--- config.mk ---
export PLATFORM = sky130hd
export DESIGN_NAME = multicycle_control
export DESIGN_NICKNAME = d
export VERILOG_FILES = /design/src/rtl/multicycle_control.sv
export SDC_FILE = /design/constraint.sdc
export NUM_CORES = 1
export LEC_CHECK = 0
export BUFFER_PORTS_ARGS = -buffer_cell sky130_fd_sc_hd__buf_2
export CAP_MARGIN = 20
export CORE_ASPECT_RATIO = 0.9
export CORE_MARGIN = 8
export CORE_UTILIZATION = 51
export CTS_CLUSTER_SIZE = 16
export DETAILED_ROUTE_END_ITERATION = 8
export PLACE_DENSITY = 0.79
export SYNTH_ARGS = -nofsm -noshare
export SYNTH_HDL_FRONTEND = slang
export SYNTH_SLANG_ARGS = --single-unit
--- constraint.sdc ---
create_clock -name clk -period 2.4 [get_ports clk]
set_clock_uncertainty 0.15 [all_clocks]
set_input_delay 0.48 -clock clk [delete_from_list [all_inputs] [get_ports clk]]
set_output_delay 0.48 -clock clk [all_outputs]
set_load 0.02 [all_outputs]
--- src/rtl/multicycle_control.sv ---
// rtl/multicycle_control.sv - multi-cycle MIPS main control FSM with memory handshake and instret
//
// Sequences a shared datapath through fetch/decode/execute/memory/writeback
// for add, addi, lw, sw, bgtz and j.
// Optional feature macro: MC_ILLEGAL_TRAP_EN (unsupported instruction -> TRAP).
//
// Ports:
//   clk, rst            clock, synchronous active-high reset
//   opcode, funct       IR[31:26], IR[5:0]
//   mem_ready           memory completes the current request this cycle
//   alu_gtz             ALU flag: operand A > 0 (signed)
//   mem_req, mem_write  memory request / write qualifier
//   iord                address source (0 PC, 1 ALUOut)
//   ir_write, pc_write, pc_write_cond, pc_source
//   alu_src_a, alu_src_b, alu_ctrl
//   reg_dst, mem_to_reg, reg_write
//   instret             retired-instruction count
//   state               current state (debug)
//   illegal_op          TRAP indicator (only with MC_ILLEGAL_TRAP_EN)

module multicycle_control #(
  parameter int ALUCTRL_W = 3,
  parameter int CNT_W     = 32
) (
  input  logic                 clk,
  input  logic                 rst,
  input  logic [5:0]           opcode,
  input  logic [5:0]           funct,
  input  logic                 mem_ready,
  input  logic                 alu_gtz,
  output logic                 mem_req,
  output logic                 mem_write,
  output logic                 iord,
  output logic                 ir_write,
  output logic                 pc_write,
  output logic                 pc_write_cond,
  output logic [1:0]           pc_source,
  output logic                 alu_src_a,
  output logic [1:0]           alu_src_b,
  output logic [ALUCTRL_W-1:0] alu_ctrl,
  output logic                 reg_dst,
  output logic                 mem_to_reg,
  output logic                 reg_write,
  output logic [CNT_W-1:0]     instret,
`ifdef MC_ILLEGAL_TRAP_EN
  output logic                 illegal_op,
`endif
  output logic [3:0]           state
);

  typedef enum logic [3:0] {
    FETCH  = 4'd0,
    DECODE = 4'd1,
    MEMADR = 4'd2,
    MEMRD  = 4'd3,
    MEMWB  = 4'd4,
    MEMWR  = 4'd5,
    EXEC   = 4'd6,
    RWB    = 4'd7,
    ADDIEX = 4'd8,
    ADDIWB = 4'd9,
    BRANCH = 4'd10,
    JUMP   = 4'd11,
    TRAP   = 4'd12
  } state_t;

  localparam logic [5:0] OP_RTYPE = 6'h00;
  localparam logic [5:0] OP_ADDI  = 6'h08;
  localparam logic [5:0] OP_LW    = 6'h23;
  localparam logic [5:0] OP_SW    = 6'h2b;
  localparam logic [5:0] OP_BGTZ  = 6'h07;
  localparam logic [5:0] OP_J     = 6'h02;
  localparam logic [5:0] FN_ADD   = 6'h20;

  localparam logic [ALUCTRL_W-1:0] ALU_NOP = ALUCTRL_W'(0);
  localparam logic [ALUCTRL_W-1:0] ALU_ADD = ALUCTRL_W'(1);
  localparam logic [ALUCTRL_W-1:0] ALU_GTZ = ALUCTRL_W'(2);

  state_t            state_q, state_d;
  logic [CNT_W-1:0]  instret_q, instret_d;
  logic              retire;
  logic              illegal;

  // alu_gtz is consumed by the datapath's PC-write gating, not by this FSM.
  logic              unused_gtz;
  assign unused_gtz = alu_gtz;

  always_comb begin
    state_d       = state_q;
    retire        = 1'b0;
    illegal       = 1'b0;
    mem_req       = 1'b0;
    mem_write     = 1'b0;
    iord          = 1'b0;
    ir_write      = 1'b0;
    pc_write      = 1'b0;
    pc_write_cond = 1'b0;
    pc_source     = 2'b00;
    alu_src_a     = 1'b0;
    alu_src_b     = 2'b00;
    alu_ctrl      = ALU_NOP;
    reg_dst       = 1'b0;
    mem_to_reg    = 1'b0;
    reg_write     = 1'b0;

    case (state_q)
      FETCH: begin
        mem_req   = 1'b1;
        alu_src_b = 2'b01;
        alu_ctrl  = ALU_ADD;
        // IR and PC only update on the cycle the memory returns the word.
        ir_write  = mem_ready;
        pc_write  = mem_ready;
        if (mem_ready) state_d = DECODE;
      end
      DECODE: begin
        alu_src_b = 2'b11;
        alu_ctrl  = ALU_ADD;
        case (opcode)
          OP_LW, OP_SW: state_d = MEMADR;
          OP_ADDI:      state_d = ADDIEX;
          OP_BGTZ:      state_d = BRANCH;
          OP_J:         state_d = JUMP;
          OP_RTYPE:     state_d = (funct == FN_ADD) ? EXEC : FETCH;
          default:      state_d = FETCH;
        endcase
`ifdef MC_ILLEGAL_TRAP_EN
        if (state_d == FETCH) state_d = TRAP;
`endif
      end
      MEMADR: begin
        alu_src_a = 1'b1;
        alu_src_b = 2'b10;
        alu_ctrl  = ALU_ADD;
        // IR is stable, so opcode still selects between lw and sw here.
        state_d   = (opcode == OP_LW) ? MEMRD : MEMWR;
      end
      MEMRD: begin
        mem_req = 1'b1;
        iord    = 1'b1;
        if (mem_ready) state_d = MEMWB;
      end
      MEMWB: begin
        reg_write  = 1'b1;
        mem_to_reg = 1'b1;
        retire     = 1'b1;
        state_d    = FETCH;
      end
      MEMWR: begin
        mem_req   = 1'b1;
        mem_write = 1'b1;
        iord      = 1'b1;
        if (mem_ready) begin
          retire  = 1'b1;
          state_d = FETCH;
        end
      end
      EXEC: begin
        alu_src_a = 1'b1;
        alu_ctrl  = ALU_ADD;
        state_d   = RWB;
      end
      RWB: begin
        reg_write = 1'b1;
        reg_dst   = 1'b1;
        retire    = 1'b1;
        state_d   = FETCH;
      end
      ADDIEX: begin
        alu_src_a = 1'b1;
        alu_src_b = 2'b10;
        alu_ctrl  = ALU_ADD;
        state_d   = ADDIWB;
      end
      ADDIWB: begin
        reg_write = 1'b1;
        retire    = 1'b1;
        state_d   = FETCH;
      end
      BRANCH: begin
        alu_src_a     = 1'b1;
        alu_ctrl      = ALU_GTZ;
        pc_write_cond = 1'b1;
        pc_source     = 2'b01;
        retire        = 1'b1;
        state_d       = FETCH;
      end
      JUMP: begin
        pc_write  = 1'b1;
        pc_source = 2'b10;
        retire    = 1'b1;
        state_d   = FETCH;
      end
`ifdef MC_ILLEGAL_TRAP_EN
      TRAP: begin
        illegal = 1'b1;
        state_d = TRAP;
      end
`endif
      default: state_d = FETCH;
    endcase

    if (rst) begin
      illegal       = 1'b0;
      mem_req       = 1'b0;
      mem_write     = 1'b0;
      iord          = 1'b0;
      ir_write      = 1'b0;
      pc_write      = 1'b0;
      pc_write_cond = 1'b0;
      pc_source     = 2'b00;
      alu_src_a     = 1'b0;
      alu_src_b     = 2'b00;
      alu_ctrl      = ALU_NOP;
      reg_dst       = 1'b0;
      mem_to_reg    = 1'b0;
      reg_write     = 1'b0;
    end

    instret_d = retire ? instret_q + CNT_W'(1) : instret_q;
  end

  always_ff @(posedge clk) begin
    if (rst) begin
      state_q   <= FETCH;
      instret_q <= '0;
    end else begin
      state_q   <= state_d;
      instret_q <= instret_d;
    end
  end

  assign instret = instret_q;
  assign state   = state_q;

`ifdef MC_ILLEGAL_TRAP_EN
  assign illegal_op = illegal;
`else
  logic unused_illegal;
  assign unused_illegal = illegal;
`endif

endmodule

==> results of run 1 <==
Yosys cell counts, drive strengths merged (2+ instances only):
cell | instances | area share
o22a | 2 | 0.0074
mux2 | 13 | 0.061
or4 | 14 | 0.044
nand2b | 8 | 0.024
and2 | 3 | 0.0079
nand3 | 12 | 0.025
or3 | 6 | 0.016
o31ai | 12 | 0.038
nor4 | 9 | 0.024
nor3 | 12 | 0.025
and4 | 8 | 0.029
nor3b | 4 | 0.013
clkbuf | 13 | 0.020
o21ai | 9 | 0.019
nand2 | 8 | 0.013
nor2b | 20 | 0.056
nor4b | 6 | 0.022
nand4 | 12 | 0.031
inv | 5 | 0.0079
a21oi | 27 | 0.057
xnor2 | 3 | 0.011
buf | 14 | 0.040
dfxtp | 36 | 0.30
nor2 | 23 | 0.036
nand3b | 2 | 0.0063
o22ai | 2 | 0.0052
mux2i | 2 | 0.0084
cell type report:
cell class,count,area share
Timing Repair Buffer,80,0.153
Tap cell,62,0.0273
Multi-Input combinational cell,230,0.527
Inverter,5,0.00659
Clock buffer,8,0.0316
Sequential cell,36,0.255
cell families (layout without fill, tap and decap cells):
kind of cell,after synthesis,count (layout)
xor+xnor,4,4
mux,15,15
compound gates,59,59
simple gates,150,150
fa+ha+maj,1,1
buf+inv,32,93
flops,36,36
other cells,1,1
worst min-delay path by stage:
| stage | slack (ps) | end |
|---|---|---|
| after floorplan | 410 | instret[6] |
| after global placement | 330 | instret[6] |
| after detailed placement | 330 | instret[6] |
| after CTS | 340 | instret[6] |
| after global routing | 360 | instret[10] |
| final | 340 | instret[6] |
registers in the layout, indices dropped and copies added (netlist names):
name / cells
instret: 32
state: 4
worst min-delay path, delay by kind of cell (launching register included):
family	cells	cell delay, ps
flops	1	330
compound gates	2	110
metal layers:
| layer | up-vias | track usage | wire (um) |
|---|---|---|---|
| li1 | 1237 | - | - |
| met1 | 1154 | 0.226 | 2960 |
| met2 | 79 | 0.278 | 2810 |
| met3 | 4 | 0.0413 | 390 |
| met4 | 0 | 0.0624 | 48 |
| met5 | - | 0 | 0 |
through the flow:
step                 util  hold WS (ps)  setup slack, ps  std cells  total power (W)
floorplan               -           409           0.0195        298         0.000763
global placement    0.613           327              191        413         0.000821
detailed placement  0.613           332              158        413         0.000825
CTS                 0.634           344             84.7        421          0.00126
global route        0.634           365             12.0        421          0.00131
finish              0.634           345              111        421          0.00126
power groups by stage:
stage,Sequential (W),Clock (W),Combinational [W]
5_1_grt,0.000615,0.000477,0.000219
3_3_place_gp,0.000626,0,0.000195
4_1_cts,0.000613,0.000449,0.000199
2_1_floorplan,0.000627,0,0.000136
6_report,0.000614,0.000442,0.000200
3_5_place_dp,0.000626,0,0.000199
==> impl_results.md, run 1 <==
- Register area share after synthesis: 0.302
- Post-synthesis compound-gate area fraction: 0.155
- Worst EP required: between 1500 and 2000 ps
- Later-pin clock latency in the skew report: roughly 280 ps
- Worst Path Buf+Inv: 2
- Clock power share: 0.352
- DIE AREA: 7120 um2
- Final period util: 0.954
- Worst hold path cell count: 2
- Cts hold-fix bufs: 0
- R2R Path End: instret[28]
- Startpoint types: flip-flop
- DR WL/cell: 14.8 um
- Crit-path max cell delay: about 430 ps
- Slew Limit Fails: 0
- Switching power: between 0.0003 and 0.0004 W
- Drt total wl: between 6 and 7 mm
- Register Area: approximately 720 um2
- Critical path type: reg -> out
- Synthesized instance count: between 200 and 300
- Critical Path Fanout Max: 9
- Post-synthesis async set-or-reset flop share: 0
- Design area: between 2000 and 3000 um2
- Crit end category: primary output
- Total Routing Usage GR: 0.175
- Mapped Avg Cell Area: approximately 8 um2
- Power Internal: around 0.0009 W
- # fillers: between 400 and 500
- Gp weighted congestion: 0.940
- Share of total power in combinational logic: 0.159
- Sequential Power Share: 0.489
- # resized after CTS: 1
- Unique cell type count in the Yosys netlist: between 40 and 50
- Synth warnings: 0
- Max Cap Violations: 0
- Post-synthesis adder-cell area fraction: 0.00525
- Via/cell ratio: about 5.9
- Outcome: completed
- Vias in the first global route: between 2000 and 2500
- Cell area after synthesis: 2380 um2
- Worst hold-check path type: reg -> reg
- Syn Nets: around 320
- # Post-CTS Setup Buffers: 0
- Crit Reg-Reg Startpoint: state[3]
- Main flop type after synthesis: dfxtp_1
- # nets final: approximately 380
- Most common cell after layout, fill and taps aside: buf_2
- CP max-delay cell: dfxtp_2
- Setup TNS: 0 ps
- Cell Area, Placed: 2750 um2
- Post-synthesis simple-gate area fraction: 0.383
- Clk slew on worst S/H paths: approximately 70 ps
- # port buffers: 66
- Via count: between 2000 and 2500
- CP cell instances: buf_4 -> nor2b_1 -> a21oi_1 -> nor3_1 -> buf_2
- Initial antenna violation count: 0
- Clock root buffer: clkbuf_8
- Die width: just under 90 um
- Cell Rows: 23
- Largest net degree at the start of global routing: 48
- R2R cell count: 4
- Die Y: between 80 and 90 um
- CTS Buf Count: 5
- Number of synthesized flops with an enable pin: 0
- RSZ-0062 raised after global routing: no
- Final Hold Fails: 0
- R2R Setup Slk: 220 ps
- Core area: 4490 um2
- Drc violations: 0
- First-pass GRT wire length: between 10 and 15 mm
- Most frequent cells in the layout: buf_2 (66), dfxtp_1 (33), a21oi_1 (27), nor2_1 (23), nor2b_1 (19)
- Mux contribution to synthesized area: 0.0698
- Fmax: between 400 and 500 MHz
- Area growth syn-to-layout: 19.4%
- Pleak: approximately 1.1 nW
- CP startpoint: state[0]
- # clock sinks: 36
- Finish-stage setup viols: 0
- Ant. Diodes: 0
- Sw frac: 0.270
- CP delay by family, top: flip-flops
- Hold_sp: instret[6]
- H-tree level count: 2
- # IOs: 69
- Footprint of the multi-input gates: 1500 um2
- Pre-antenna DRT Iters: 4
- Largest family of logic cells by synthesized area: simple AND/OR/NAND/NOR gates
- Stages on worst setup path: 5
- Remaining Overflow, GRT: 0
- CP arrival: 1660 ps
- Antenna Nets Post-Route: 0
- Share of layout cells above drive strength 1: 0.292
- Crit path to: mem_req
- Final HPWL DP: around 4.5 mm
- PwrDens: between 400 and 500 nW/um2
- VDD IR max: about 0.0003 V
- Clock tree buffer depth: 2
- CTS tree: done
- DRT iter0 DRCs: approximately 130
- Post-route minimum period: approximately 2300 ps
- Xor and xnor fraction of the mapped netlist area: 0.0147
- Initial core utilization: 0.531
- #FFs+latches synth: 36
(Power assumes the default switching activity.)
==> run 2: changes to the inputs <==
--- a/config.mk
+++ b/config.mk
@@ -10,9 +10,9 @@
 export CORE_ASPECT_RATIO = 0.9
 export CORE_MARGIN = 8
 export CORE_UTILIZATION = 51
-export CTS_CLUSTER_SIZE = 16
 export DETAILED_ROUTE_END_ITERATION = 8
 export PLACE_DENSITY = 0.79
+export REMOVE_ABC_BUFFERS = 1
 export SYNTH_ARGS = -nofsm -noshare
 export SYNTH_HDL_FRONTEND = slang
 export SYNTH_SLANG_ARGS = --single-unit
==> run 2 against run 1 <==
Effect of this change:
- clock power down 7.7%
- cell count down 0.24%
- die area unchanged
- critical path depth unchanged
- maximum frequency down 1.2%
- setup slack worse by 29 ps
- non-clock buffer count unchanged
- register-to-register slack about the same
- sequential share of layout area about the same
- sequential power about the same
- global-route usage up 0.52 points
- hold slack better by 1.2 ps
- largest power group unchanged
==> impl_results.md, run 2 (synthesis results as in run 1) <==
- Outcome: completed
- CTS tree: done
- CP delay by family, top: simple AND/OR/NAND/NOR gates
- # port buffers: 66
- Largest net degree at the start of global routing: slightly below 50
- Final Util: 0.631
- Clk slew on worst S/H paths: about 70 ps
- Later-pin clock latency in the skew report: 290 ps
- Pleak: 1.12 nW
- Slew Limit Fails: 0
- CP cell instances: buf_4 -> nor2_1 -> and4b_1 -> or2_2 -> buf_2
- Drt total wl: about 6.4 mm
- Drc violations: 0
- Gp weighted congestion: between 0.8 and 0.9
- Startpoint types: flip-flop
- Most common cell after layout, fill and taps aside: buf_2
- Via count: roughly 2500
- Crit end category: primary output
- Place WS: around 200 ps
- Post-route minimum period: between 2000 and 2500 ps
- Initial core utilization: 0.531
- Vias in the first global route: between 2000 and 2500
- Worst Path Buf+Inv: 2
- Core area: between 4000 and 5000 um2
- DIE AREA: 7120 um2
- Setup WS post-layout: roughly 82 ps
- Worst EP required: about 1800 ps
- Max Cap Violations: 0
- Final HPWL DP: 4.63 mm
- Die width: 88.1 um
- Critical Path Fanout Max: 17
- Initial antenna violation count: 0
- DRT iter0 DRCs: around 220
- Via/cell ratio: between 5 and 6
- Worst hold-check path type: reg -> reg
- Max reg flops: 32
- PwrDens: approximately 430 nW/um2
- Final period util: 0.966
- # clock sinks: 36
- Sequential Power Share: 0.500
- DR WL/cell: around 15 um
- Fmax: 431 MHz
- Crit-path max cell delay: just under 400 ps
- Remaining Overflow, GRT: 0
- Clock power share: 0.334
- CP max-delay cell: dfxtp_1
- Power Internal: roughly 0.00088 W
- Share of layout cells above drive strength 1: 0.291
- Antenna Nets Post-Route: 0
- Total Routing Usage GR: 0.180
- VDD IR max: approximately 0.00024 V
- CTS Buf Count: 5
- # nets final: 375
- Cell Rows: 23
- RSZ-0062 raised after global routing: no
- Share of total power in combinational logic: 0.165
- Most frequent cells in the layout: buf_2 (66), dfxtp_1 (35), a21oi_1 (27), nor2_1 (23), nor2b_1 (18)
- Clock tree buffer depth: 2
- Pre-antenna DRT Iters: 5
- Switching power: roughly 0.00034 W
- Area growth syn-to-layout: 18.9%
- CP arrival: roughly 1700 ps
- Die Y: 80.9 um
- Ant. Diodes: 0
- H-tree level count: 2
- # Post-CTS Setup Buffers: 0
- Final Hold Fails: 0
- Sw frac: 0.280
- Finish-stage setup viols: 0
- # IOs: approximately 70
- Clock root buffer: clkbuf_8
- First-pass GRT wire length: 10.3 mm
- Critical path type: reg -> out
## run 2: cell count changes in the layout (fill, tap and decap cells not counted), sizes merged
| cell | change |
|---|---|
| clkbuf | -2 |
| clkinv | +1 |
## run 2: layer usage
| layer | wire, um | GRT usage | up-vias | share of wire |
|---|---|---|---|---|
| met1 | 2850 | 0.222 | 1155 | 0.45 |
| met4 | 106 | 0.0624 | 0 | 0.017 |
| li1 | - | - | 1231 | - |
| met5 | 0 | 0 | - | 0 |
| met3 | 481 | 0.0605 | 11 | 0.076 |
| met2 | 2920 | 0.288 | 84 | 0.46 |
## run 2: final timing paths
check                                start  cells after the start     endpoint  slack (ps)
worst max-delay path              state[2]                      5     pc_write          80
worst min-delay path            instret[6]                      2   instret[6]         350
worst max register to register    state[3]                      4  instret[23]         210
worst min register to register  instret[6]                      2   instret[6]         350
## run 2: cell type report
type	instances	area [um2]
fillers	422	1660
clock inverters	1	5.00
flip-flops and latches	36	722
clock buffers	6	72.6
repair buffers	80	435
inverters	5	18.8
multi-input cells	230	1500
well taps	62	77.6
## run 2: worst min-delay path, delay by kind of cell, from the launching register on
family	cells	cell delay (ps)
compound gates	2	120
flops	1	330
## run 2: repair_timing
action                                  CTS  global route
endpoints found under the setup margin    0             3
gates resized for setup                   0             2
hold buffers                              0             0
## run 2: through the flow
step | cell area, um2 | hold slack [ps] | total power [W] | instances | TNS [ps]
after CTS | 2830 | 349 | 0.00122 | 420 | 0
final | 2830 | 346 | 0.00122 | 420 | 0
after floorplan | 2240 | 399 | 0.000739 | 271 | -1140
after global placement | 2750 | 323 | 0.000821 | 413 | 0
after global routing | 2830 | 374 | 0.00129 | 420 | 0
after detailed placement | 2750 | 338 | 0.000824 | 413 | 0
## run 2: power groups by stage
stage	Clock (W)	Sequential [W]	Combinational, W
after floorplan	0	0.000638	0.000102
after global placement	0	0.000624	0.000197
after detailed placement	0	0.000624	0.000200
after CTS	0.000414	0.000611	0.000200
after global routing	0.000453	0.000612	0.000222
final	0.000408	0.000611	0.000202
